--- src/rtl/spi_reg_ctrl_pkg.sv ---
// rtl/spi_reg_ctrl_pkg.sv - shared types and constants for the SPI register-bus sequencer
package spi_ctrl_pkg;

    localparam int DEF_DATA_W = 8;
    localparam int DEF_ADDR_W = 7;
    localparam logic [DEF_DATA_W-1:0] DEF_IDLE_TX = 8'hA5;

    localparam int   CMD_RW_BIT = DEF_DATA_W - 1;
    localparam logic RW_READ    = 1'b0;
    localparam logic RW_WRITE   = 1'b1;

    typedef enum logic [2:0] {
        ST_IDLE,
        ST_CMD,
        ST_WR_DATA,
        ST_RD_FETCH,
        ST_RD_STAGE,
        ST_RD_DATA
    } ctrl_state_t;

    function automatic logic [7:0] sat_inc(input logic [7:0] v);
        return (v == 8'hFF) ? v : v + 8'd1;
    endfunction

endpackage

--- src/rtl/spi_reg_ctrl_if.sv ---
// rtl/spi_reg_ctrl_if.sv - synchronizer ticks in, register bus and frame status out
interface spi_reg_ctrl_if #(
    parameter int DATA_W = spi_ctrl_pkg::DEF_DATA_W,
    parameter int ADDR_W = spi_ctrl_pkg::DEF_ADDR_W
) ();

    logic              spiBusy;
    logic              spiStart;
    logic              spiEnd;
    logic              spiTxLoad;
    logic              spiRxRdy;
    logic [DATA_W-1:0] rxData;
    logic [DATA_W-1:0] txData;
    logic [ADDR_W-1:0] regAddr;
    logic              regWrEn;
    logic [DATA_W-1:0] regWrData;
    logic              regRdEn;
    logic [DATA_W-1:0] regRdData;
    logic              xferDone;
    logic [7:0]        xferWords;
    logic              rdUnderrun;

    modport slave (
        input  spiBusy, spiStart, spiEnd, spiTxLoad, spiRxRdy, rxData, regRdData,
        output txData, regAddr, regWrEn, regWrData, regRdEn, xferDone, xferWords, rdUnderrun
    );

    modport master (
        output spiBusy, spiStart, spiEnd, spiTxLoad, spiRxRdy, rxData, regRdData,
        input  txData, regAddr, regWrEn, regWrData, regRdEn, xferDone, xferWords, rdUnderrun
    );

endinterface

--- src/rtl/spi_reg_ctrl.sv ---
// rtl/spi_reg_ctrl.sv - turns SPI frames (command word + burst data) into register-bus accesses
module spi_reg_ctrl
    import spi_ctrl_pkg::*;
#(
    parameter int DATA_W = DEF_DATA_W,
    parameter int ADDR_W = DEF_ADDR_W,
    parameter logic [DATA_W-1:0] IDLE_TX = DEF_IDLE_TX
) (
    input  logic          clk,
    input  logic          reset,
    spi_reg_ctrl_if.slave bus
);

    ctrl_state_t       state, state_n;
    logic [ADDR_W-1:0] addr, addr_n;
    logic [7:0]        cnt, cnt_n;
    logic              busy_low_q;
    logic              end_evt;

    logic [DATA_W-1:0] tx_n, wd_n;
    logic [ADDR_W-1:0] ra_n;
    logic              wr_n, rd_n, done_n, und_n;
    logic [7:0]        words_n;

    // A frame that loses busy for two consecutive cycles is closed as if spiEnd had arrived.
    assign end_evt = bus.spiEnd || (busy_low_q && !bus.spiBusy);

    always_comb begin
        state_n = state;
        addr_n  = addr;
        cnt_n   = cnt;
        tx_n    = bus.txData;
        ra_n    = bus.regAddr;
        wr_n    = 1'b0;
        wd_n    = bus.regWrData;
        rd_n    = 1'b0;
        done_n  = 1'b0;
        words_n = bus.xferWords;
        und_n   = bus.rdUnderrun;

        if (state != ST_IDLE && end_evt) begin
            state_n = ST_IDLE;
            done_n  = 1'b1;
            words_n = cnt;
            tx_n    = IDLE_TX;
        end else if (bus.spiStart) begin
            state_n = ST_CMD;
            tx_n    = IDLE_TX;
            cnt_n   = '0;
            und_n   = 1'b0;
        end else begin
            case (state)
                ST_IDLE: ;
                ST_CMD: begin
                    if (bus.spiRxRdy) begin
                        addr_n = bus.rxData[ADDR_W-1:0];
                        if (bus.rxData[DATA_W-1] == RW_WRITE) begin
                            state_n = ST_WR_DATA;
                        end else begin
                            state_n = ST_RD_FETCH;
                            rd_n    = 1'b1;
                            ra_n    = bus.rxData[ADDR_W-1:0];
                        end
                    end
                end
                ST_WR_DATA: begin
                    if (bus.spiRxRdy) begin
                        wr_n   = 1'b1;
                        ra_n   = addr;
                        wd_n   = bus.rxData;
                        addr_n = addr + 1'b1;
                        cnt_n  = sat_inc(cnt);
                    end
                end
                ST_RD_FETCH: begin
                    state_n = ST_RD_STAGE;
                    if (bus.spiTxLoad) begin
                        und_n = 1'b1;
                        cnt_n = sat_inc(cnt);
                    end
                end
                ST_RD_STAGE: begin
                    state_n = ST_RD_DATA;
                    tx_n    = bus.regRdData;
                    addr_n  = addr + 1'b1;
                    if (bus.spiTxLoad) begin
                        und_n = 1'b1;
                        cnt_n = sat_inc(cnt);
                    end
                end
                ST_RD_DATA: begin
                    // Prefetch the next word as soon as the shifter takes the current one.
                    if (bus.spiTxLoad) begin
                        state_n = ST_RD_FETCH;
                        cnt_n   = sat_inc(cnt);
                        rd_n    = 1'b1;
                        ra_n    = addr;
                    end
                end
                default: state_n = ST_IDLE;
            endcase
        end
    end

    always_ff @(posedge clk) begin
        if (reset) begin
            state          <= ST_IDLE;
            addr           <= '0;
            cnt            <= '0;
            busy_low_q     <= 1'b0;
            bus.txData     <= IDLE_TX;
            bus.regAddr    <= '0;
            bus.regWrEn    <= 1'b0;
            bus.regWrData  <= '0;
            bus.regRdEn    <= 1'b0;
            bus.xferDone   <= 1'b0;
            bus.xferWords  <= '0;
            bus.rdUnderrun <= 1'b0;
        end else begin
            state          <= state_n;
            addr           <= addr_n;
            cnt            <= cnt_n;
            busy_low_q     <= (state != ST_IDLE) && !bus.spiBusy;
            bus.txData     <= tx_n;
            bus.regAddr    <= ra_n;
            bus.regWrEn    <= wr_n;
            bus.regWrData  <= wd_n;
            bus.regRdEn    <= rd_n;
            bus.xferDone   <= done_n;
            bus.xferWords  <= words_n;
            bus.rdUnderrun <= und_n;
        end
    end

endmodule

--- src/flat_wrapper.sv ---
// flat-port wrapper written by rule: the top's interface ports become plain ports
module spi_reg_ctrl_flat import spi_ctrl_pkg::*;
#(
    parameter int DATA_W = DEF_DATA_W,
    parameter int ADDR_W = DEF_ADDR_W,
    parameter logic [DATA_W-1:0] IDLE_TX = DEF_IDLE_TX
)
  (clk, reset, bus_spiBusy, bus_spiStart, bus_spiEnd, bus_spiTxLoad, bus_spiRxRdy, bus_rxData, bus_regRdData, bus_txData, bus_regAddr, bus_regWrEn, bus_regWrData, bus_regRdEn, bus_xferDone, bus_xferWords, bus_rdUnderrun);
  spi_reg_ctrl_if #(.DATA_W(DATA_W), .ADDR_W(ADDR_W)) bus_i ();
  input  logic clk;
  input  logic reset;
  input wire logic [$bits(bus_i.spiBusy)-1:0] bus_spiBusy;
  input wire logic [$bits(bus_i.spiStart)-1:0] bus_spiStart;
  input wire logic [$bits(bus_i.spiEnd)-1:0] bus_spiEnd;
  input wire logic [$bits(bus_i.spiTxLoad)-1:0] bus_spiTxLoad;
  input wire logic [$bits(bus_i.spiRxRdy)-1:0] bus_spiRxRdy;
  input wire logic [$bits(bus_i.rxData)-1:0] bus_rxData;
  input wire logic [$bits(bus_i.regRdData)-1:0] bus_regRdData;
  output wire logic [$bits(bus_i.txData)-1:0] bus_txData;
  output wire logic [$bits(bus_i.regAddr)-1:0] bus_regAddr;
  output wire logic [$bits(bus_i.regWrEn)-1:0] bus_regWrEn;
  output wire logic [$bits(bus_i.regWrData)-1:0] bus_regWrData;
  output wire logic [$bits(bus_i.regRdEn)-1:0] bus_regRdEn;
  output wire logic [$bits(bus_i.xferDone)-1:0] bus_xferDone;
  output wire logic [$bits(bus_i.xferWords)-1:0] bus_xferWords;
  output wire logic [$bits(bus_i.rdUnderrun)-1:0] bus_rdUnderrun;
  assign bus_i.spiBusy = bus_spiBusy;
  assign bus_i.spiStart = bus_spiStart;
  assign bus_i.spiEnd = bus_spiEnd;
  assign bus_i.spiTxLoad = bus_spiTxLoad;
  assign bus_i.spiRxRdy = bus_spiRxRdy;
  assign bus_i.rxData = bus_rxData;
  assign bus_i.regRdData = bus_regRdData;
  assign bus_txData = bus_i.txData;
  assign bus_regAddr = bus_i.regAddr;
  assign bus_regWrEn = bus_i.regWrEn;
  assign bus_regWrData = bus_i.regWrData;
  assign bus_regRdEn = bus_i.regRdEn;
  assign bus_xferDone = bus_i.xferDone;
  assign bus_xferWords = bus_i.xferWords;
  assign bus_rdUnderrun = bus_i.rdUnderrun;
  spi_reg_ctrl #(.DATA_W(DATA_W), .ADDR_W(ADDR_W), .IDLE_TX(IDLE_TX)) u_core (.clk(clk), .reset(reset), .bus(bus_i));
endmodule
--- config.mk ---
export PLATFORM = sky130hd
export DESIGN_NAME = spi_reg_ctrl_flat
export DESIGN_NICKNAME = d
export VERILOG_FILES = /design/src/rtl/spi_reg_ctrl_pkg.sv /design/src/rtl/spi_reg_ctrl_if.sv /design/src/rtl/spi_reg_ctrl.sv /design/src/flat_wrapper.sv
export SDC_FILE = /design/constraint.sdc
export NUM_CORES = 1
export LEC_CHECK = 0
export CAP_MARGIN = 15
export CORE_MARGIN = 2
export CORE_UTILIZATION = 53
export CTS_CLUSTER_DIAMETER = 80
export DETAILED_ROUTE_END_ITERATION = 6
export PLACE_DENSITY = 0.84
export SYNTH_ARGS = -nofsm -noshare
export SYNTH_HDL_FRONTEND = slang
export SYNTH_SLANG_ARGS = --single-unit
--- constraint.sdc ---
create_clock -name clk -period 5 [get_ports clk]
set_clock_uncertainty 0.2 [all_clocks]
set_input_delay 1.25 -clock clk [delete_from_list [all_inputs] [get_ports clk]]
set_output_delay 1.25 -clock clk [all_outputs]
set_load 0.1 [all_outputs]
==> metrics.yaml <==
status: "finished, final reports clean"
worstPathArrival_ps: 3350
root_buffer: "clkbuf_8"
crit_fanout: 14
initial_core_util_pct: 55.9
p_leak_nw: 1.12
synthTopCellsByCount: "54 x dfxtp_1, 50 x nand2_1, 30 x a21oi_1"
async_flop_share_pct: 0
drc: 0
clock_sinks: 54
totalPowerFinal_uw: 886
dr.pass1.iters: 4
grt_usage_pct: 22.7
dp.cells: 387
slew_violations: 0
yosys_warnings: 0
post-route-util_pct: 72.1
ys_seq_elements: 54
antennaDiodeCount: 0
ctsHoldBuffers: 0
antenna_left: 0
nNetsFinal: 367
grt_max_degree: 33
fin_cells: 395
vias: 2250
antenna_found_initial: 0
core.rowCount: 24
synth_area_um2: 2480
synthCells: 291
synth_edf_count: 0
finalCritPeriodShare_pct: 66.6
syn-num-nets: 316
postPlaceCellArea_um2: 3060
syn_to_final_growth_pct: 28.9
grt_first_pass_wirelength_mm: 9.45
yosysMostFrequentCell: "dfxtp_1"
ir_drop_mv: 0.171
clockBufferDepth: 2
tightestPinTransition_ps: 997
fin_ws_ps: 1670
setup-tns-final_ps: 0
place_ws_ps: 1330
min_period_ps: 3330
wl_mm: 5.71
startpoint_type: "input port"
cp-end-kind: "flip-flop"
ys_top_cells_by_area: "dfxtp_1 44%, mux2i_1 7.7%, nand2_1 7.6%"
post_cts_buffers: 0
routed_via_density: 5.70
gp_congestion: 0.862
hold_violations: 0
fmax_mhz: 300
yosysTopAreaCellShare_pct: 43.5
worstPathRequired_ps: 5020
htreeDepth: 2
cts_tree: "built"
cts_made_buffers: 5
rsz0062_at_grt: "false"
syn_area_per_cell_um2: 8.54
grt_overflow: 0
powerDensity_nw_per_um2: 276
whs_ps: 257
die_x_um: 72.5
clkLatencyLatePin_ps: 310
critPathKind: "in2reg"
grt_pass1_vias: 2042
relSlewSlack_pct: 33.3
die_h_um: 72.5
wl_per_cell_um: 14.4
synth_top_area_cell: "dfxtp_1"
clkTransAtPathRegs_ps: 90
fin_area_um2: 3200
holdCritPathClass: "reg2reg"
drt_iter0_drc: 271
cap_viol_max_count: 0
drive_gt1_share_pct: 7.29
ys.flop_type: "dfxtp_1"
post_cts_resized: 0
pin_count: 58
hpwlAfterDp_mm: 3.83
setup_viol: 0
yosysSeqAreaShare_pct: 43.5
core_um2: 4440
dieArea_um2: 5250
synth_cell_type_count: 47
place.port_buffers: 57
logic make-up after synthesis:
family / count (synthesis) / share of synthesized area, %
simple gates: 134 / 26.2
compound gates: 64 / 17.9
flops: 54 / 43.5
mux: 20 / 8.11
buf+inv: 17 / 3.32
fa+ha+maj: 2 / 1.01
layout by cell type, fill, tap and decap left out, types with 4 or more instances in the layout:
master           count
o21ai_0              5
a211oi_1             5
nand2_1             50
dfxtp_1             54
nor2b_1              4
o32ai_1              4
nor2_1              27
mux2i_1             19
clkdlybuf4s50_1     57
nor3_1               8
nand2b_1             8
clkbuf_8             6
nand3_1             14
a21oi_1             30
nand4_1              4
power breakdown:
group	switching, mW	internal [mW]	total, mW
Sequential	0.00548	0.434	0.440
Combinational	0.0553	0.0347	0.0900
Clock	0.142	0.213	0.356
Total	0.203	0.683	0.886
layout make-up:
cell class	instances	area [um^2]
Tap cell	52	65.1
Clock buffer	6	82.6
Clock inverter	2	60.1
Multi-Input combinational cell	220	1320
Fill cell	351	1240
Inverter	2	7.51
Sequential cell	54	1080
Timing Repair Buffer	59	586
final timing paths:
check | to | depth (start not counted) | slack, ps | startpoint
worst max-delay path | u_core.bus.regAddr[1]$_SDFFE_PP0P_ | 6 | 1670 | bus_spiRxRdy
worst min-delay path | u_core.bus.txData[4]$_SDFFE_PP0P_ | 2 | 260 | u_core.bus.txData[4]$_SDFFE_PP0P_
worst max register to register | u_core.bus.regAddr[1]$_SDFFE_PP0P_ | 5 | 2710 | u_core.state[2]$_SDFFE_PP0P_
worst min register to register | u_core.bus.txData[4]$_SDFFE_PP0P_ | 2 | 260 | u_core.bus.txData[4]$_SDFFE_PP0P_
metal layers:
metal	GRT usage (%)	vias up	share of wire (%)	routed length [um]
met4	7.41	0	1.2	70
met2	37.1	61	46	2630
met3	5.28	5	5.2	299
met5	0	-	0	0
li1	-	1141	-	-
met1	29.9	1043	47	2700
worst max-delay path: stages:
cell,delay (ps)
clkdlybuf4s50_1,540
or3b_1,370
a21o_1,240
a211oi_4,610
nor2_1,90
a211oi_1,250
sequential cells by signal, indices dropped and copies added (netlist names):
name / cells
u_core.bus.regWrData: 8
u_core.busy_low_q: 1
u_core.addr: 7
u_core.bus.regAddr: 7
u_core.state: 3
u_core.bus.regRdEn: 1
u_core.bus.xferDone: 1
u_core.bus.rdUnderrun: 1
u_core.cnt: 8
u_core.bus.regWrEn: 1
u_core.bus.xferWords: 8
u_core.bus.txData: 8
Power figures use the tool's default switching activity.
